<file path="config.mk">
export PLATFORM = sky130hd
export DESIGN_NAME = ripple_down_counter
export DESIGN_NICKNAME = d
export VERILOG_FILES = /design/src/rtl/ripple_down_counter.sv
export SDC_FILE = /design/constraint.sdc
export NUM_CORES = 1
export LEC_CHECK = 0
export ABC_CLOCK_PERIOD_IN_PS = 2550
export BUFFER_PORTS_ARGS = -buffer_cell sky130_fd_sc_hd__buf_2
export CAP_MARGIN = 20
export CORE_AREA = 2 2 39 41
export DETAILED_ROUTE_END_ITERATION = 10
export DIE_AREA = 0 0 41 43
export SLEW_MARGIN = 20
export SYNTH_ARGS = -nofsm -noshare
export SYNTH_HDL_FRONTEND = slang
export SYNTH_SLANG_ARGS = --single-unit
export TNS_END_PERCENT = 10
</file>
<file path="constraint.sdc">
create_clock -name clk -period 2.55 [get_ports clk]
set_clock_uncertainty 0.15 [all_clocks]
set_input_delay 0.51 -clock clk [delete_from_list [all_inputs] [get_ports clk]]
set_output_delay 0.51 -clock clk [all_outputs]
set_load 0.1 [all_outputs]
</file>
<file path="src/rtl/ripple_down_counter.sv">
// Loadable WIDTH-bit down counter with a one-cycle terminal-count pulse and a busy flag.
// Optional feature: define AUTO_RELOAD_EN for periodic reload from the last loaded value on expiry.
module ripple_down_counter #(
  parameter int WIDTH = 4
) (
  input  logic             clk,
  input  logic             reset,
  input  logic             en,
  input  logic             load,
  input  logic [WIDTH-1:0] load_val,
  output logic [WIDTH-1:0] q,
  output logic             tc,
  output logic             busy
);

  typedef enum logic {IDLE, RUN} state_t;

  localparam logic [WIDTH-1:0] ONE  = WIDTH'(1);
  localparam logic [WIDTH-1:0] ZERO = '0;

  state_t           r_state;
  state_t           w_nextState;
  logic [WIDTH-1:0] r_q;
  logic [WIDTH-1:0] w_nextQ;
  logic [WIDTH-1:0] r_rld;
  logic [WIDTH-1:0] w_nextRld;
  logic             r_tc;
  logic             w_nextTc;

  always_ff @(posedge clk or negedge reset) begin
    if (!reset) begin
      r_state <= IDLE;
      r_q     <= ZERO;
      r_rld   <= ZERO;
      r_tc    <= 1'b0;
    end else begin
      r_state <= w_nextState;
      r_q     <= w_nextQ;
      r_rld   <= w_nextRld;
      r_tc    <= w_nextTc;
    end
  end

  // Load beats decrement; a RUN state with q==0 cannot normally occur but falls back to IDLE without tc.
  always_comb begin
    w_nextState = r_state;
    w_nextQ     = r_q;
    w_nextRld   = r_rld;
    w_nextTc    = 1'b0;
    if (load) begin
      w_nextQ     = load_val;
      w_nextRld   = load_val;
      w_nextState = (load_val != ZERO) ? RUN : IDLE;
    end else if (r_state == RUN && en) begin
      if (r_q > ONE) begin
        w_nextQ = r_q - ONE;
      end else if (r_q == ONE) begin
        w_nextTc = 1'b1;
`ifdef AUTO_RELOAD_EN
        w_nextQ     = r_rld;
        w_nextState = RUN;
`else
        w_nextQ     = ZERO;
        w_nextState = IDLE;
`endif
      end else begin
        w_nextState = IDLE;
      end
    end
  end

  assign q    = r_q;
  assign tc   = r_tc;
  assign busy = (r_state == RUN);

endmodule
</file>
==> impl_summary.txt, run 1 <==
----------------------------------------------------
[Clocking]
  Number of sinks driven by the clock tree ... 6
  TritonCTS clock tree ... yes
  Clock latency on the worst-skew pair ... 250 ps
  TritonCTS buffer count ... 3
  CTS H-tree lvls ... 1
  Clock-pin transition on the worst setup and hold timing paths ... roughly 50 ps
  Root buffer cell ... sky130_fd_sc_hd__clkbuf_4
  Longest Clk Path Bufs ... 2

[Critical path]
  Maximum single-stage delay on the critical path ... 500 ps
  CP startpoint kind ... flop
  CP max FO ... 5
  Data arrival time at the worst-slack endpoint ... 1890 ps
  Cell chain of the critical path ... inv_1, ha_1, or4b_4, and2_4, o311ai_2
  Kind of cell adding the most delay to the critical path ... simple AND/OR/NAND/NOR gates
  Crit path buffers/inverters ... 1
  Cell at the slowest stage of the critical path ... sky130_fd_sc_hd__or4b_4
  Setup CP Type ... reg2reg
  Element type at the critical path end ... flop
  Worst endpoint required time ... 2550 ps

[Finish]
  Area added between synthesis and finish ... 28.2%
  Share of cells above drive strength 1 ... 33.3%
  Sequential cell area ... 150 um2
  # nets final ... 72
  Number of filler cells placed in the layout ... 142
  Number of antenna repair diodes ... 0
  Post-layout instance count excluding filler cells ... 76
  Multi-input gate area in the final layout ... 231 um2

[Die]
  Number of top-level pins ... 14
  Chip height ... 43 um
  Chip Width ... 41 um
  Die Area ... 1760 um2
  Starting utilization of the core area ... 29.2%
  Core Area ... 1380 um2
  Number of placement rows ... 14

[Synth]
  Post-synth EDFFs ... 0
  Synthesized cell area ... 404 um2
  Synthesized netlist net count ... between 50 and 60
  Post-synthesis average cell area ... 9.18 um2
  Flip-flop and latch count after synthesis ... 6
  YS warnings ... 0
  Async set-reset flop share out of synthesis ... 100%
  Number of distinct library cell variants in the gate-level netlist after synthesis ... 20
  Synthesized instance count ... between 40 and 50
  Fraction of the yosys area taken by sequential cells ... 37.2%
  Flip-flop cell with the highest count after synthesis ... sky130_fd_sc_hd__dfrtp_1

[Outcome]
  Status ... finished clean

[Timing]
  Final worst-path setup slack ... 662 ps
  Final number of max-transition violations ... 0
  Setup repair after global routing missed its margin ... no
  Final critical-path share of the clock period ... 74.0%
  Fmax ... between 0.5 and 0.6 GHz
  Max-Slew Margin vs Limit ... 67.8%
  Slew at the pin closest to its max-slew limit ... 487 ps
  Shortest period the worst path allows ... 1890 ps
  Final hold viol count ... 0
  Sum of negative setup slack ... 0 ps
  Final setup violation count ... 0

[Power]
  PD cells ... 719 nW/um2
  PnR Total Power ... 0.372 mW
  Worst VDD drop ... 0.154 mV
  Leakage power ... 0.248 nW

[Route]
  DRC marker count from the first detailed-route iteration ... 16
  Total vias in the final route ... 411
  Number of iterations in the first detailed-routing pass ... 4
  DRC violations left ... 0
  Ratio of routed vias to standard cells ... approximately 5.4
  Routed wire length ... a little under 1000 um
  Post-DR wirelength/cell ... 12.9 um
  Number of nets with antenna violations after routing ... 0

[Placement]
  Cells after DPL ... between 70 and 80
  Worst Setup Slack post-DPL ... approximately 680 ps
  Number of port buffers ... 13
  HPWL reported at the end of detailed placement ... 788 um
  Final estimated routing congestion in global placement ... 0.740

[Worst hold path]
  Hold/Removal Path Class ... in2reg

[GRT]
  All-layer global routing usage ... between 10% and 20%
  Largest net degree at the start of global routing ... 12
  First-pass GRT wire length ... 1640 um
  Total global routing overflow ... 0
  Vias in the first global route ... 384
  Antenna violations before repair ... 0

[Run]
  Max-cap check violation count ... 0

----------------------------------------------------
-- final timing paths --
path                              from   end  slack, ps  depth (start not counted)
max                               q[0]  q[1]        660                          5
min                        load_val[0]  q[0]        370                          3
max reg2reg                       q[0]  q[1]        660                          5
min reg2reg                       busy    tc        460                          2
max in group asynchronous        reset  q[2]       1640                          2
min in group asynchronous        reset  q[3]        470                          2
-- placed cells by master, fill, tap and decap left out, drive strengths merged --
| master | instances |
|---|---|
| or2 | 1 |
| clkbuf | 3 |
| nor2 | 3 |
| dlygate4sd3 | 1 |
| buf | 13 |
| or4b | 1 |
| o21ai | 3 |
| inv | 5 |
| nand2 | 4 |
| a31oi | 1 |
| nor3 | 2 |
| and2 | 3 |
| nor2b | 1 |
| o311ai | 3 |
| nand3 | 2 |
| ha | 2 |
| dfrtp | 6 |
| nor4 | 2 |
| mux2i | 2 |
| o2111ai | 2 |
-- stage by stage --
| stage | area, um2 | hold WS (ps) | utilization, % |
|---|---|---|---|
| finish | 518 | 371 | 37.4 |
| global route | 518 | 392 | 37.4 |
| CTS | 518 | 364 | 37.4 |
| detailed placement | 485 | 192 | 35.1 |
| global placement | 485 | 192 | 35.1 |
| floorplan | 404 | 64.4 | - |
-- final cells by class --
class	count	area share, %
Multi-Input combinational cell	32	44.7
Sequential cell	6	29.0
Timing Repair Buffer	14	14.5
Clock buffer	3	4.35
Tap cell	16	3.86
Inverter	5	3.62
-- metal layers --
metal	global-route usage, %	share of wire [%]	wire length (um)
met1	17.2	42	411
met3	2.09	8.9	87
met5	0	0	0
met4	12.0	3.0	29
met2	20.0	46	454
-- where the power goes --
| group | internal, mW | switching (mW) | leakage [nW] |
|---|---|---|---|
| Combinational | 0.0418 | 0.123 | 0.160 |
| Sequential | 0.106 | 0.0127 | 0.0738 |
| Clock | 0.0534 | 0.0361 | 0.0138 |
-- synth_stat cells, drive strengths merged, types with 2 or more instances --
library cell | n | area [um2]
o2111ai | 2 | 17.5
dfrtp | 6 | 150
o311ai | 3 | 41.3
nand3 | 2 | 10.0
and2 | 3 | 21.3
nor4 | 2 | 12.5
nor2 | 3 | 11.3
ha | 2 | 25.0
o21ai | 3 | 15.0
nand2 | 4 | 15.0
nor3 | 2 | 10.0
mux2i | 2 | 20.0
inv | 5 | 18.8
-- what timing repair did --
item                                   CTS  global route
endpoints found under the hold margin    6             0
hold buffers                             1             0
setup buffers                            0             0
resized for setup                        0             0
-- registers in the layout (all words and copies together) (netlist names) --
register	count
tc	1
q	4
busy	1
-- cells by family (layout without fill, tap and decap cells) --
logic type / count (synthesis) / after routing / synth area share [%]
buffers and inverters: 6 / 22 / 5.57
AOI/OAI and AO/OA: 9 / 9 / 19.8
and+or+nand+nor: 19 / 19 / 26.3
muxes: 2 / 2 / 4.95
adders and majority gates: 2 / 2 / 6.19
DFF: 6 / 6 / 37.2
-- worst register-to-register path, delay by kind of cell (launching register included) --
kind / cells / cell delay (ps)
compound gates: 1 / 200
simple gates: 2 / 690
flops: 1 / 420
fa+ha+maj: 1 / 220
buf+inv: 1 / 110
Note: power is estimated with default switching activity, not from simulation.
==> inputs of run 2 (changes only) <==
- ABC_CLOCK_PERIOD_IN_PS: 2550 -> 1900
- clock period: 2.55 -> 1.9 ns (I/O delays scaled with it)
==> run 2 against run 1 <==
Compared with the run above:
- sequential share of layout area is 1.5 points lower
- maximum frequency is 2.0% higher
- critical endpoint unchanged
- final cell count is 2.6% higher
- largest power group unchanged
- clock-buffer cell count is 1 higher
- total power is 47% higher
==> impl_summary.txt, run 2 (synthesis results as in run 1) <==
----------------------------------------------------
[GRT]
  Total global routing overflow ... 0 (unchanged)
  Vias in the first global route ... 409 (+6.5%)
  First-pass GRT wire length ... 1730 um (+5.4%)
  Largest net degree at the start of global routing ... 12 (unchanged)
  Antenna violations before repair ... 0 (unchanged)
  All-layer global routing usage ... 14.6% (+0.57 points)

[Timing]
  Final setup violation count ... 0 (unchanged)
  Fmax ... 0.540 GHz (+2.0%)
  Max-Slew Margin vs Limit ... 67.8% (about the same)
  Final hold viol count ... 0 (unchanged)
  Shortest period the worst path allows ... 1850 ps (-36.8 ps)
  Final number of max-transition violations ... 0 (unchanged)
  Setup repair after global routing missed its margin ... yes
  Slew at the pin closest to its max-slew limit ... 486 ps (-0.641 ps)
  Worst hold slack ... 224 ps (-147 ps)
  Final critical-path share of the clock period ... 97.4% (+23 points)

[Clocking]
  Clock-pin transition on the worst setup and hold timing paths ... 50 ps (about the same)
  Root buffer cell ... sky130_fd_sc_hd__clkbuf_4
  TritonCTS clock tree ... yes
  Longest Clk Path Bufs ... 2 (unchanged)
  Clock latency on the worst-skew pair ... 250 ps (about the same)
  TritonCTS buffer count ... 3 (unchanged)
  Number of sinks driven by the clock tree ... 6 (unchanged)
  CTS H-tree lvls ... 1 (unchanged)

[Power]
  Leakage power ... 0.254 nW (+2.2%)
  Worst VDD drop ... 0.226 mV (+46%)
  PnR Total Power ... 0.546 mW (+47%)
  PD cells ... 939 nW/um2 (+31%)

[Run]
  Max-cap check violation count ... 0 (unchanged)

[Route]
  Total vias in the final route ... 399 (-2.9%)
  Ratio of routed vias to standard cells ... 5.12 (-5.4%)
  DRC violations left ... 0 (unchanged)
  Routed wire length ... 1010 um (+3.1%)
  DRC marker count from the first detailed-route iteration ... 13 (-3)
  Post-DR wirelength/cell ... 13.0 um (+0.41%)
  Number of nets with antenna violations after routing ... 0 (unchanged)
  Number of iterations in the first detailed-routing pass ... 4 (unchanged)

[Die]
  Core Area ... 1380 um2 (unchanged)
  Number of placement rows ... 14 (unchanged)
  Number of top-level pins ... 14 (unchanged)
  Starting utilization of the core area ... 29.2% (unchanged)
  Die Area ... 1760 um2 (unchanged)
  Chip Width ... 41 um (unchanged)
  Chip height ... 43 um (unchanged)

[Critical path]
  Capturing point of the worst reg2reg path ... q[1]
  Worst endpoint required time ... 1900 ps (-650 ps)
  Worst reg2reg startpoint ... q[0]
  Reg2reg setup slack ... 50 ps (-610 ps)
  Setup CP Type ... reg2reg
  Element type at the critical path end ... flop
  Data arrival time at the worst-slack endpoint ... 1850 ps (-40 ps)
  R2R depth ... 5 (unchanged)
  CP startpoint kind ... flop
  CP max FO ... 4 (-1)

[Placement]
  Number of port buffers ... 13 (unchanged)
  HPWL reported at the end of detailed placement ... 785 um (-0.34%)
  Final estimated routing congestion in global placement ... 0.821 (+11%)
  Placed instance area ... 526 um2 (+8.2%)

[Finish]
  # nets final ... 73 (+1.4%)
  Commonest cells after routing, fill and taps aside ... 13 x sky130_fd_sc_hd__buf_2, 4 x sky130_fd_sc_hd__nand2_1
  Number of flip-flops in the largest register ... 4 (unchanged)
  Number of antenna repair diodes ... 0 (unchanged)
  Area added between synthesis and finish ... 44.0%
  Leading cell type in the layout, fill and taps excluded ... sky130_fd_sc_hd__buf_2
  Fin area ... 582 um2 (+12%)
  Share of cells above drive strength 1 ... 46.8% (+13 points)
  Number of filler cells placed in the layout ... 145 (+2.1%)

[Worst hold path]
  Launch point of the worst hold path ... load_val[2]
  Worst hold stages ... 3 (unchanged)
  Worst hold endpoint ... q[2]
  Hold/Removal Path Class ... in2reg

[Outcome]
  Status ... finished clean

----------------------------------------------------
==> run 2: per-layer routing <==
layer | routed length (um) | share of wire [%] | track usage (%) | vias to the layer above
met3 | 37 | 3.7 | 1.57 | 4
met4 | 29 | 2.9 | 10.0 | 0
met1 | 478 | 47 | 20.6 | 184
met2 | 466 | 46 | 19.7 | 14
met5 | 0 | 0 | 0 | -
li1 | - | - | - | 197
==> run 2: through the flow <==
| stage | TNS, ps | util (%) | instances | setup slack (ps) |
|---|---|---|---|---|
| 2_1_floorplan | -113 | - | 44 | -56.6 |
| 3_3_place_gp | 0 | 38.0 | 72 | 65.3 |
| 6_report | 0 | 42.0 | 78 | 48.6 |
| 3_5_place_dp | 0 | 38.0 | 72 | 41.3 |
| 5_1_grt | -25.7 | 42.0 | 78 | -13.2 |
| 4_1_cts | 0 | 40.6 | 77 | 29.2 |
==> run 2: how the worst max path moves through the flow <==
| stage | endpoint | cells after the start | startpoint | slack (ps) |
|---|---|---|---|---|
| 6_report | q[1] | 5 | q[0] | 50 |
| 5_1_grt | q[1] | 5 | q[0] | -10 |
| 4_1_cts | q[1] | 5 | q[0] | 30 |
| 3_5_place_dp | q[1] | 5 | q[0] | 40 |
| 3_3_place_gp | q[1] | 5 | q[0] | 70 |
| 2_1_floorplan | q[0] | 5 | q[1] | -60 |
==> run 2: report_power, final <==
part           switching, mW  leakage, nW  internal [mW]
clock network         0.0513       0.0150         0.0799
logic                  0.173        0.169         0.0718
registers             0.0231       0.0692          0.147
total                  0.248        0.254          0.299
==> run 2: what timing repair did <==
item                                    CTS  global route
endpoints found under the hold margin     6             0
hold buffers                              1             0
resized for setup                         0             2
setup buffers                             0             1
endpoints found under the setup margin    0             2
==> run 2: worst max-delay path: stages, from the launching register on <==
cell	delay (ps)
sky130_fd_sc_hd__dfrtp_4	510
sky130_fd_sc_hd__inv_4	80
sky130_fd_sc_hd__ha_4	140
sky130_fd_sc_hd__or4b_4	490
sky130_fd_sc_hd__and2_4	170
sky130_fd_sc_hd__o311ai_4	200
==> run 2: final cells by class <==
| cell class | count | area [um2] | share of cell area (%) |
|---|---|---|---|
| repair buffers | 15 | 82.6 | 14.2 |
| multi-input cells | 32 | 267 | 45.8 |
| clock buffers | 4 | 26.3 | 4.52 |
| inverters | 5 | 26.3 | 4.52 |
| flip-flops and latches | 6 | 160 | 27.5 |
| well taps | 16 | 20.0 | 3.44 |
==> inputs of run 3 (changes only) <==
- SETUP_SLACK_MARGIN: not set -> 0.4
==> run 3 against run 2 <==
Compared with the run above:
- setup slack improved by 28 ps
- sequential cell count stayed put
- critical path depth stayed put
- largest cell class unchanged
- sequential share of layout area is 1.7 points lower
- sequential power is essentially flat
- die area unchanged
- maximum frequency up 1.5%
- total power grew 4.3%
- final cell count up 6.4%
- clock-buffer cell count did not move
- non-clock buffer count up 5
==> impl_summary.txt, run 3 (synthesis results as in run 1) <==
----------------------------------------------------
[Timing]
  Worst hold slack ... 220 ps (-3.29 ps)
  Final setup violation count ... 0 (unchanged)
  Max-Slew Margin vs Limit ... 67.0% (-0.82 points)
  Final hold viol count ... 0 (unchanged)
  Fmax ... 0.548 GHz (+1.5%)
  Final critical-path share of the clock period ... 96.0% (-1.5 points)
  Shortest period the worst path allows ... 1820 ps (-27.6 ps)
  Slew at the pin closest to its max-slew limit ... 499 ps (+12.4 ps)
  Final number of max-transition violations ... 0 (unchanged)
  Setup repair after global routing missed its margin ... yes

[Clocking]
  Clock-pin transition on the worst setup and hold timing paths ... 50 ps (about the same)
  Root buffer cell ... sky130_fd_sc_hd__clkbuf_4
  Longest Clk Path Bufs ... 2 (unchanged)
  TritonCTS buffer count ... 3 (unchanged)
  TritonCTS clock tree ... yes
  Number of sinks driven by the clock tree ... 6 (unchanged)
  CTS H-tree lvls ... 1 (unchanged)
  Clock latency on the worst-skew pair ... 250 ps (about the same)

[Route]
  Total vias in the final route ... 414 (+3.8%)
  Routed wire length ... 1080 um (+6.7%)
  DRC violations left ... 0 (unchanged)
  Ratio of routed vias to standard cells ... 4.99 (-2.5%)
  Number of iterations in the first detailed-routing pass ... 4 (unchanged)
  Number of nets with antenna violations after routing ... 0 (unchanged)
  DRC marker count from the first detailed-route iteration ... 8 (-5)
  Post-DR wirelength/cell ... 13.0 um (+0.29%)

[Placement]
  HPWL reported at the end of detailed placement ... 785 um (unchanged)
  Placed instance area ... 526 um2 (unchanged)
  Cells after DPL ... 72 (unchanged)
  Final estimated routing congestion in global placement ... 0.821 (unchanged)
  Number of port buffers ... 13 (unchanged)

[Critical path]
  Data arrival time at the worst-slack endpoint ... 1830 ps (-20 ps)
  R2R depth ... 5 (unchanged)
  CP max FO ... 4 (unchanged)
  Element type at the critical path end ... flop
  Setup CP Type ... reg2reg
  Cell at the slowest stage of the critical path ... sky130_fd_sc_hd__dfrtp_4
  Worst endpoint required time ... 1900 ps (about the same)
  Cell chain of the critical path ... inv_6, ha_4, or4b_4, and2_4, o311ai_4
  CP startpoint kind ... flop
  Worst reg2reg startpoint ... q[1]
  Reg2reg setup slack ... 80 ps (+30 ps)
  Maximum single-stage delay on the critical path ... 500 ps (about the same)
  Capturing point of the worst reg2reg path ... q[1]

[GRT]
  Total global routing overflow ... 0 (unchanged)
  All-layer global routing usage ... 16.5% (+1.9 points)
  First-pass GRT wire length ... 1970 um (+14%)
  Vias in the first global route ... 450 (+10%)
  Largest net degree at the start of global routing ... 12 (unchanged)
  Antenna violations before repair ... 0 (unchanged)

[Finish]
  Number of antenna repair diodes ... 0 (unchanged)
  Number of flip-flops in the largest register ... 4 (unchanged)
  Share of cells above drive strength 1 ... 50.7% (+4.0 points)
  Leading cell type in the layout, fill and taps excluded ... sky130_fd_sc_hd__buf_2
  Commonest cells after routing, fill and taps aside ... 13 x sky130_fd_sc_hd__buf_2, 6 x sky130_fd_sc_hd__buf_4, 4 x sky130_fd_sc_hd__nand2_1
  # nets final ... 78 (+6.8%)
  Area added between synthesis and finish ... 53.3%
  Final core area utilization ... 44.8% (+2.7 points)
  Number of filler cells placed in the layout ... 143 (-1.4%)
  Fin area ... 619 um2 (+6.5%)
  Post-layout instance count excluding filler cells ... 83 (+6.4%)

[Die]
  Chip Width ... 41 um (unchanged)
  Number of placement rows ... 14 (unchanged)
  Core Area ... 1380 um2 (unchanged)
  Number of top-level pins ... 14 (unchanged)
  Starting utilization of the core area ... 29.2% (unchanged)
  Chip height ... 43 um (unchanged)
  Die Area ... 1760 um2 (unchanged)

[Worst hold path]
  Worst hold endpoint ... q[2]
  Hold/Removal Path Class ... in2reg
  Launch point of the worst hold path ... load_val[2]
  Worst hold stages ... 3 (unchanged)

[Outcome]
  Status ... finished clean

[Power]
  Leakage power ... 0.278 nW (+9.6%)
  PD cells ... 919 nW/um2 (-2.1%)
  Worst VDD drop ... 0.203 mV (-10%)

[Run]
  Max-cap check violation count ... 0 (unchanged)

----------------------------------------------------
[run 3: cell type report]
class                           instances  area (um2)  share of cell area (%)
Clock buffer                            4        26.3                    4.24
Inverter                                5        26.3                    4.24
Timing Repair Buffer                   20         120                    19.4
Multi-Input combinational cell         32         267                    43.0
Tap cell                               16        20.0                    3.23
Sequential cell                         6         160                    25.9
[run 3: worst max path at each step]
| stage | start | end | slack, ps | cells past startpoint |
|---|---|---|---|---|
| finish | q[1] | q[1] | 80 | 5 |
| global route | q[1] | q[1] | 20 | 5 |
| CTS | q[1] | q[1] | 80 | 5 |
| detailed placement | q[0] | q[1] | 40 | 5 |
| global placement | q[0] | q[1] | 70 | 5 |
| floorplan | q[1] | q[0] | -60 | 5 |
[run 3: stage by stage]
step / setup slack [ps] / setup TNS [ps] / power (mW)
floorplan: -56.6 / -113 / 0.357
global placement: 65.3 / 0 / 0.403
detailed placement: 41.3 / 0 / 0.403
CTS: 82.0 / 0 / 0.568
global route: 23.3 / 0 / 0.604
finish: 76.3 / 0 / 0.569
[run 3: critical path: cells and delay by family (launching register included)]
| kind | cells | cell delay (ps) |
|---|---|---|
| simple gates | 2 | 650 |
| flops | 1 | 500 |
| compound gates | 1 | 210 |
| fa+ha+maj | 1 | 120 |
| buf+inv | 1 | 90 |
[run 3: per-layer routing]
metal / global-route usage (%) / up-vias / share of wire, %
met3: 1.57 / 4 / 3.6
met1: 22.5 / 187 / 44
met5: 0 / - / 0
met4: 10.0 / 0 / 3.3
met2: 23.8 / 14 / 49
li1: - / 209 / -
[run 3: repair_timing]
action / in CTS / in global routing
resized for setup: 1 / 1
setup endpoints to repair: 9 / 10
hold buffers: 1 / 0
pin swaps: 2 / 0
endpoints found under the hold margin: 6 / 0
buffers inserted: 6 / 0
[run 3: where the power goes]
part           leakage [nW]  switching (mW)  internal, mW
Clock                0.0150          0.0534        0.0800
Sequential           0.0692          0.0204         0.147
Combinational         0.194           0.181        0.0876
